--- src/rtl/button_conditioner_pkg.sv ---
// Shared types and constants for the push-button input conditioner.
package button_conditioner_pkg;

  typedef enum logic [1:0] {
    RELEASED     = 2'd0,
    PRESS_WAIT   = 2'd1,
    HELD         = 2'd2,
    RELEASE_WAIT = 2'd3
  } chan_state_e;

  localparam int DB_CYCLES_DEFAULT = 500000;
  localparam int DB_CYCLES_SIM     = 4;

endpackage

--- src/rtl/debounce_channel.sv ---
// One button channel: polarity normalisation, 2-flop synchronizer,
// stability counter and press/release FSM with registered strobes.
module debounce_channel
  import button_conditioner_pkg::*;
#(
  parameter int DB_CYCLES  = DB_CYCLES_DEFAULT,
  parameter bit ACTIVE_LOW = 1'b1
) (
  input  logic clk,
  input  logic rst,
  input  logic raw,
  output logic level,
  output logic pulse,
  output logic release_strb,
  output logic pulse_nxt
);

  localparam int            CW       = $clog2(DB_CYCLES) + 1;
  localparam logic [CW-1:0] CNT_LAST = CW'(DB_CYCLES - 1);
  localparam logic [CW-1:0] CNT_ONE  = CW'(1);
  localparam logic [CW-1:0] CNT_ZERO = {CW{1'b0}};

  logic          w_p;
  logic          r_s1;
  logic          r_s2;
  chan_state_e   r_state;
  chan_state_e   w_state_nxt;
  logic [CW-1:0] r_cnt;
  logic [CW-1:0] w_cnt_nxt;
  logic          r_level;
  logic          w_level_nxt;
  logic          r_pulse;
  logic          w_pulse_nxt;
  logic          r_release;
  logic          w_release_nxt;

  assign w_p = raw ^ ACTIVE_LOW;

  // Synchronizer; reset loads the normalised "released" value.
  always_ff @(posedge clk or posedge rst) begin
    if (rst) begin
      r_s1 <= 1'b0;
      r_s2 <= 1'b0;
    end else begin
      r_s1 <= w_p;
      r_s2 <= r_s1;
    end
  end

  // State, counter and registered outputs.
  always_ff @(posedge clk or posedge rst) begin
    if (rst) begin
      r_state   <= RELEASED;
      r_cnt     <= CNT_ZERO;
      r_level   <= 1'b0;
      r_pulse   <= 1'b0;
      r_release <= 1'b0;
    end else begin
      r_state   <= w_state_nxt;
      r_cnt     <= w_cnt_nxt;
      r_level   <= w_level_nxt;
      r_pulse   <= w_pulse_nxt;
      r_release <= w_release_nxt;
    end
  end

  // Next state: a level change is accepted only after DB_CYCLES equal samples.
  always_comb begin
    w_state_nxt   = r_state;
    w_cnt_nxt     = r_cnt;
    w_level_nxt   = r_level;
    w_pulse_nxt   = 1'b0;
    w_release_nxt = 1'b0;
    case (r_state)
      RELEASED: begin
        if (r_s2) begin
          w_state_nxt = PRESS_WAIT;
          w_cnt_nxt   = CNT_ONE;
        end else begin
          w_state_nxt = RELEASED;
          w_cnt_nxt   = CNT_ZERO;
        end
      end
      PRESS_WAIT: begin
        if (!r_s2) begin
          w_state_nxt = RELEASED;
          w_cnt_nxt   = CNT_ZERO;
        end else if (r_cnt == CNT_LAST) begin
          w_state_nxt = HELD;
          w_cnt_nxt   = CNT_ZERO;
          w_level_nxt = 1'b1;
          w_pulse_nxt = 1'b1;
        end else begin
          w_cnt_nxt = r_cnt + CNT_ONE;
        end
      end
      HELD: begin
        if (!r_s2) begin
          w_state_nxt = RELEASE_WAIT;
          w_cnt_nxt   = CNT_ONE;
        end else begin
          w_state_nxt = HELD;
          w_cnt_nxt   = CNT_ZERO;
        end
      end
      RELEASE_WAIT: begin
        if (r_s2) begin
          w_state_nxt = HELD;
          w_cnt_nxt   = CNT_ZERO;
        end else if (r_cnt == CNT_LAST) begin
          w_state_nxt   = RELEASED;
          w_cnt_nxt     = CNT_ZERO;
          w_level_nxt   = 1'b0;
          w_release_nxt = 1'b1;
        end else begin
          w_cnt_nxt = r_cnt + CNT_ONE;
        end
      end
      default: begin
        w_state_nxt = RELEASED;
        w_cnt_nxt   = CNT_ZERO;
        w_level_nxt = 1'b0;
      end
    endcase
  end

  assign level        = r_level;
  assign pulse        = r_pulse;
  assign release_strb = r_release;
  assign pulse_nxt    = w_pulse_nxt;

endmodule

--- src/rtl/button_conditioner.sv ---
// Debounces NUM_BTN raw push-buttons into clean levels, press/release
// strobes and a combined any-press strobe aligned with the per-button pulses.
module button_conditioner
  import button_conditioner_pkg::*;
#(
  parameter int NUM_BTN    = 3,
  parameter int DB_CYCLES  = DB_CYCLES_DEFAULT,
  parameter bit ACTIVE_LOW = 1'b1
) (
  input  logic               clk,
  input  logic               rst,
  input  logic [NUM_BTN-1:0] btn_raw,
  output logic [NUM_BTN-1:0] btn_level,
  output logic [NUM_BTN-1:0] btn_pulse,
  output logic [NUM_BTN-1:0] btn_release,
  output logic               any_pulse
);

  logic [NUM_BTN-1:0] w_pulse_nxt;
  logic               r_any_pulse;

  for (genvar g = 0; g < NUM_BTN; g++) begin : g_ch
    debounce_channel #(
      .DB_CYCLES (DB_CYCLES),
      .ACTIVE_LOW(ACTIVE_LOW)
    ) u_ch (
      .clk         (clk),
      .rst         (rst),
      .raw         (btn_raw[g]),
      .level       (btn_level[g]),
      .pulse       (btn_pulse[g]),
      .release_strb(btn_release[g]),
      .pulse_nxt   (w_pulse_nxt[g])
    );
  end

  // Register the OR of next-cycle pulses so any_pulse lines up with btn_pulse.
  always_ff @(posedge clk or posedge rst) begin
    if (rst) begin
      r_any_pulse <= 1'b0;
    end else begin
      r_any_pulse <= |w_pulse_nxt;
    end
  end

  assign any_pulse = r_any_pulse;

endmodule

--- config.mk ---
export PLATFORM = sky130hd
export DESIGN_NAME = button_conditioner
export DESIGN_NICKNAME = d
export VERILOG_FILES = /design/src/rtl/button_conditioner_pkg.sv /design/src/rtl/debounce_channel.sv /design/src/rtl/button_conditioner.sv
export SDC_FILE = /design/constraint.sdc
export NUM_CORES = 1
export LEC_CHECK = 0
export BUFFER_PORTS_ARGS = -buffer_cell sky130_fd_sc_hd__buf_2
export CAP_MARGIN = 0
export CORE_MARGIN = 1.5
export CORE_UTILIZATION = 32
export DETAILED_ROUTE_END_ITERATION = 12
export PLACE_DENSITY = 0.55
export SYNTH_ARGS = -nofsm -noshare
export SYNTH_HDL_FRONTEND = slang
export SYNTH_HIERARCHICAL = 1
export SYNTH_SLANG_ARGS = --single-unit
export TNS_END_PERCENT = 20
--- constraint.sdc ---
create_clock -name clk -period 3.67 [get_ports clk]
set_input_delay 0 -clock clk [delete_from_list [all_inputs] [get_ports clk]]
set_output_delay 0 -clock clk [all_outputs]
set_load 0.05 [all_outputs]
==> results.md <==
- Die area: 13200 um2
- Remaining global-route overflow: 0
- Post-Synth Simple-Gate Area: 27.3%
- Switching Fraction: about a fifth
- Sequential power share: between 40% and 50%
- RSZ-0062 raised after global routing: false
- Fin. Hold Viols: 0
- Number of library cell types mapped by synthesis: 48
- Clock Sinks: 82
- Max Clk Rate: 453 MHz
- Core ar.: 12100 um2
- Hold slack: 0.0804 ns
- Setup crit start kind: flop
- Internal power: 1580 uW
- First-pass GRT wire length: 13.7 mm
- EDFF count, synth: 0
- Share of power burned in combinational logic: 2.6%
- Vias in the first global route: 2806
- Vias: 2888
- Syn_nets: 401
- Slew HR: slightly below 30%
- Total chip power: 1970 uW
- Fin nets: 417
- NetSw: 393 uW
- Post-route ant nets: 0
- Crit path max fanout: 15
- Adder-cell area share of the yosys netlist: 0.939%
- Crit path arrival time: 2.39 ns
- Post-Place Cells: ~560
- Maxcap violations: 0
- Antenna diodes: 0
- Leakage: 0.00186 uW
- Area Overhead vs Synth: 14.9%
- Worst setup path category: flop to flop
- Final min period: roughly 2.2 ns
- Synth Area in XOR/XNOR: 9.64%
- Compound-gate portion of the synthesized area: 5.57%
- DRC Markers: 0
- Chip Height: about 110 um
- Peak VDD IR: 0.000298 V
- Avg WL per Cell: 13.5 um
- Main combinational cell family by area after synthesis: simple AND/OR/NAND/NOR gates
- Post-Route Skew: 0.00593 ns
- Worst Hold Class: primary input to async pin
- Status: completed
- Total CTS buffers: 9
- Wirelength, routed: 7.84 mm
- Post-synthesis mux area share: 1.82%
- Pwr/cell area: 429 nW/um2
- Port Buffers: 14
- Period utilisation layout: 60.2%
- Syn Std Cell Area: about 4000 um2
- Clock Latency Late Sink: 0.34 ns
- Root buffer cell: clkbuf_16
- Synth Area per Inst: 10.2 um2
- Routability cong.: about 0.82
- Setup Buffers After CTS: 0
- Ys async rst share: 100%
- CP required: 3.85 ns
- Setup TNS: 0 ns
- Initial drt markers: 102
- Clock Power Share: 50.6%
- Fill count: approximately 1200
- Register area share after synthesis: 51.3%
- Share of layout cells above drive strength 1: 9.90%
- Resize count post-CTS: 0
- CTS max path bufs: 2
- Fin util: 37.9%
- GRT Resource Usage Total: 13.3%
- Syn Inst Count: about 390
- CTS tree: done
- Vias/cell: slightly below 5
- H-tree depth: 3
- Largest net degree at the start of global routing: 28
- Synth Warn #: 6
- Layout Cells excl Fill: 582
- Initial antenna violation count: 0
- Die X: 115 um
- Synth Flop Type: dfrtp_1
- Worst Max-Slew Pin Slew: 1.06 ns
- Slew Limit Fails: 0
- Std-Cell Rows: 40
- CP endpoint kind: flop
- Starting Density: around a third
- Drt first pass iters: 4
- Flops & latches, synth: 82
- Final setup viols: 0
- I/O pins: 15
- Final HPWL DP: 5.42 mm
- CTS clk-pin slew, worst paths: 0.06 ns
[metal layers]
metal / GRT usage (%) / share of wire, %
met5: 0 / 0
met4: 5.93 / 2.1
met3: 3.58 / 3.6
met2: 19.6 / 44
met1: 18.3 / 51
[state kept, by name (all words and copies together) (netlist names), named ones only]
| register | flops |
|---|---|
| g_ch.u_ch/pulse | 3 |
| g_ch.u_ch/r_cnt | 60 |
| any_pulse | 1 |
| g_ch.u_ch/level | 3 |
| g_ch.u_ch/r_s2 | 3 |
| g_ch.u_ch/r_state | 3 |
| g_ch.u_ch/release_strb | 3 |
| g_ch.u_ch/r_s1 | 3 |
[Yosys cell counts (11+ instances only)]
cell	number	area, um2
nor2_1	57	214
nand2_1	18	67.6
a21oi_1	11	55.1
nand3_1	18	90.1
nand4_1	18	113
xor2_1	17	149
dfrtp_1	82	2050
nor4_1	12	75.1
inv_1	19	71.3
nor3_1	13	65.1
xnor2_1	27	236
[final timing paths]
kind,startpoint,end,depth (start not counted),slack (ns)
worst max register to register,g_ch[2].u_ch/r_cnt[12],g_ch[2].u_ch/r_cnt[2],4,1.46
worst min-delay path,rst,any_pulse,3,0.08
min in group clk,btn_raw[2],g_ch[2].u_ch/r_s1,3,0.34
worst max-delay path,g_ch[2].u_ch/r_cnt[12],g_ch[2].u_ch/r_cnt[2],4,1.46
worst min register to register,g_ch[0].u_ch/r_s1,g_ch[0].u_ch/r_s2,0,0.36
max in group asynchronous,rst,g_ch[1].u_ch/r_cnt[16],3,2.52
[cell type report]
type,instances,area (um2),share of cell area [%]
clock buffer,12,267,5.80
clock inverter,4,72.6,1.58
multi-input combinational,279,1810,39.4
tap,168,210,4.58
timing repair buffer,18,110,2.40
inverter,19,71.3,1.55
sequential,82,2050,44.7
[power groups by stage]
stage	clock network, uW	registers (uW)	logic, uW
5_1_grt	1070	924	59.0
3_5_place_dp	0	939	49.3
6_report	997	922	50.4
2_1_floorplan	0	937	36.5
3_3_place_gp	0	939	49.5
4_1_cts	1030	922	53.0
[through the flow]
stage	setup WS [ns]	cell area [um2]
2_1_floorplan	1.93	4000
3_3_place_gp	1.52	4210
3_5_place_dp	1.43	4210
4_1_cts	1.43	4590
5_1_grt	1.21	4590
6_report	1.46	4590
[logic make-up (layout without fill, tap and decap cells)]
| family | count (synthesis) | count (layout) |
|---|---|---|
| buffers and inverters | 32 | 53 |
| adders and majority gates | 3 | 3 |
| muxes | 7 | 7 |
| and+or+nand+nor | 191 | 191 |
| AOI/OAI and AO/OA | 34 | 34 |
| xor gates and xnor gates | 44 | 44 |
| DFF | 82 | 82 |
[worst max-delay path, cell delays in order, from the launching register on]
cell     delay, ns
dfrtp_1       0.40
nor4b_1       0.54
nand2_1       0.13
o21ai_1       0.85
nor2_1        0.12
[cells in the final DEF, fill, tap and decap left out, types with 2 or more instances in the layout]
master and count:
nor2b_1 2, inv_1 19, clkbuf_8 3, and3_1 3, and2_1 4, or4_1 7, o31ai_1 7, nand4_1 18
nand2_1 18, and4_1 8, o21ai_0 3, a21oi_1 11, nor2_1 57, mux2_2 2, bufinv_16 2, a21boi_0 2
xor2_1 17, or2_0 2, ha_1 3, nor3_1 13, xnor2_1 27, dlygate4sd3_1 4, clkbuf_16 9, dfrtp_1 82
a211oi_1 3, nor3b_1 3, or2_1 2, nand3_1 18, nor4_1 12, a211o_1 2, nand2b_1 3, mux2i_1 5
or3_1 4, nor4b_1 8, buf_2 14, nand4_4 2
[what timing repair did]
item | in CTS | in global routing
endpoints found under the setup margin | 0 | 0
hold buffers | 4 | 0
hold endpoints to repair | 80 | 0
(Power assumes the default switching activity.)
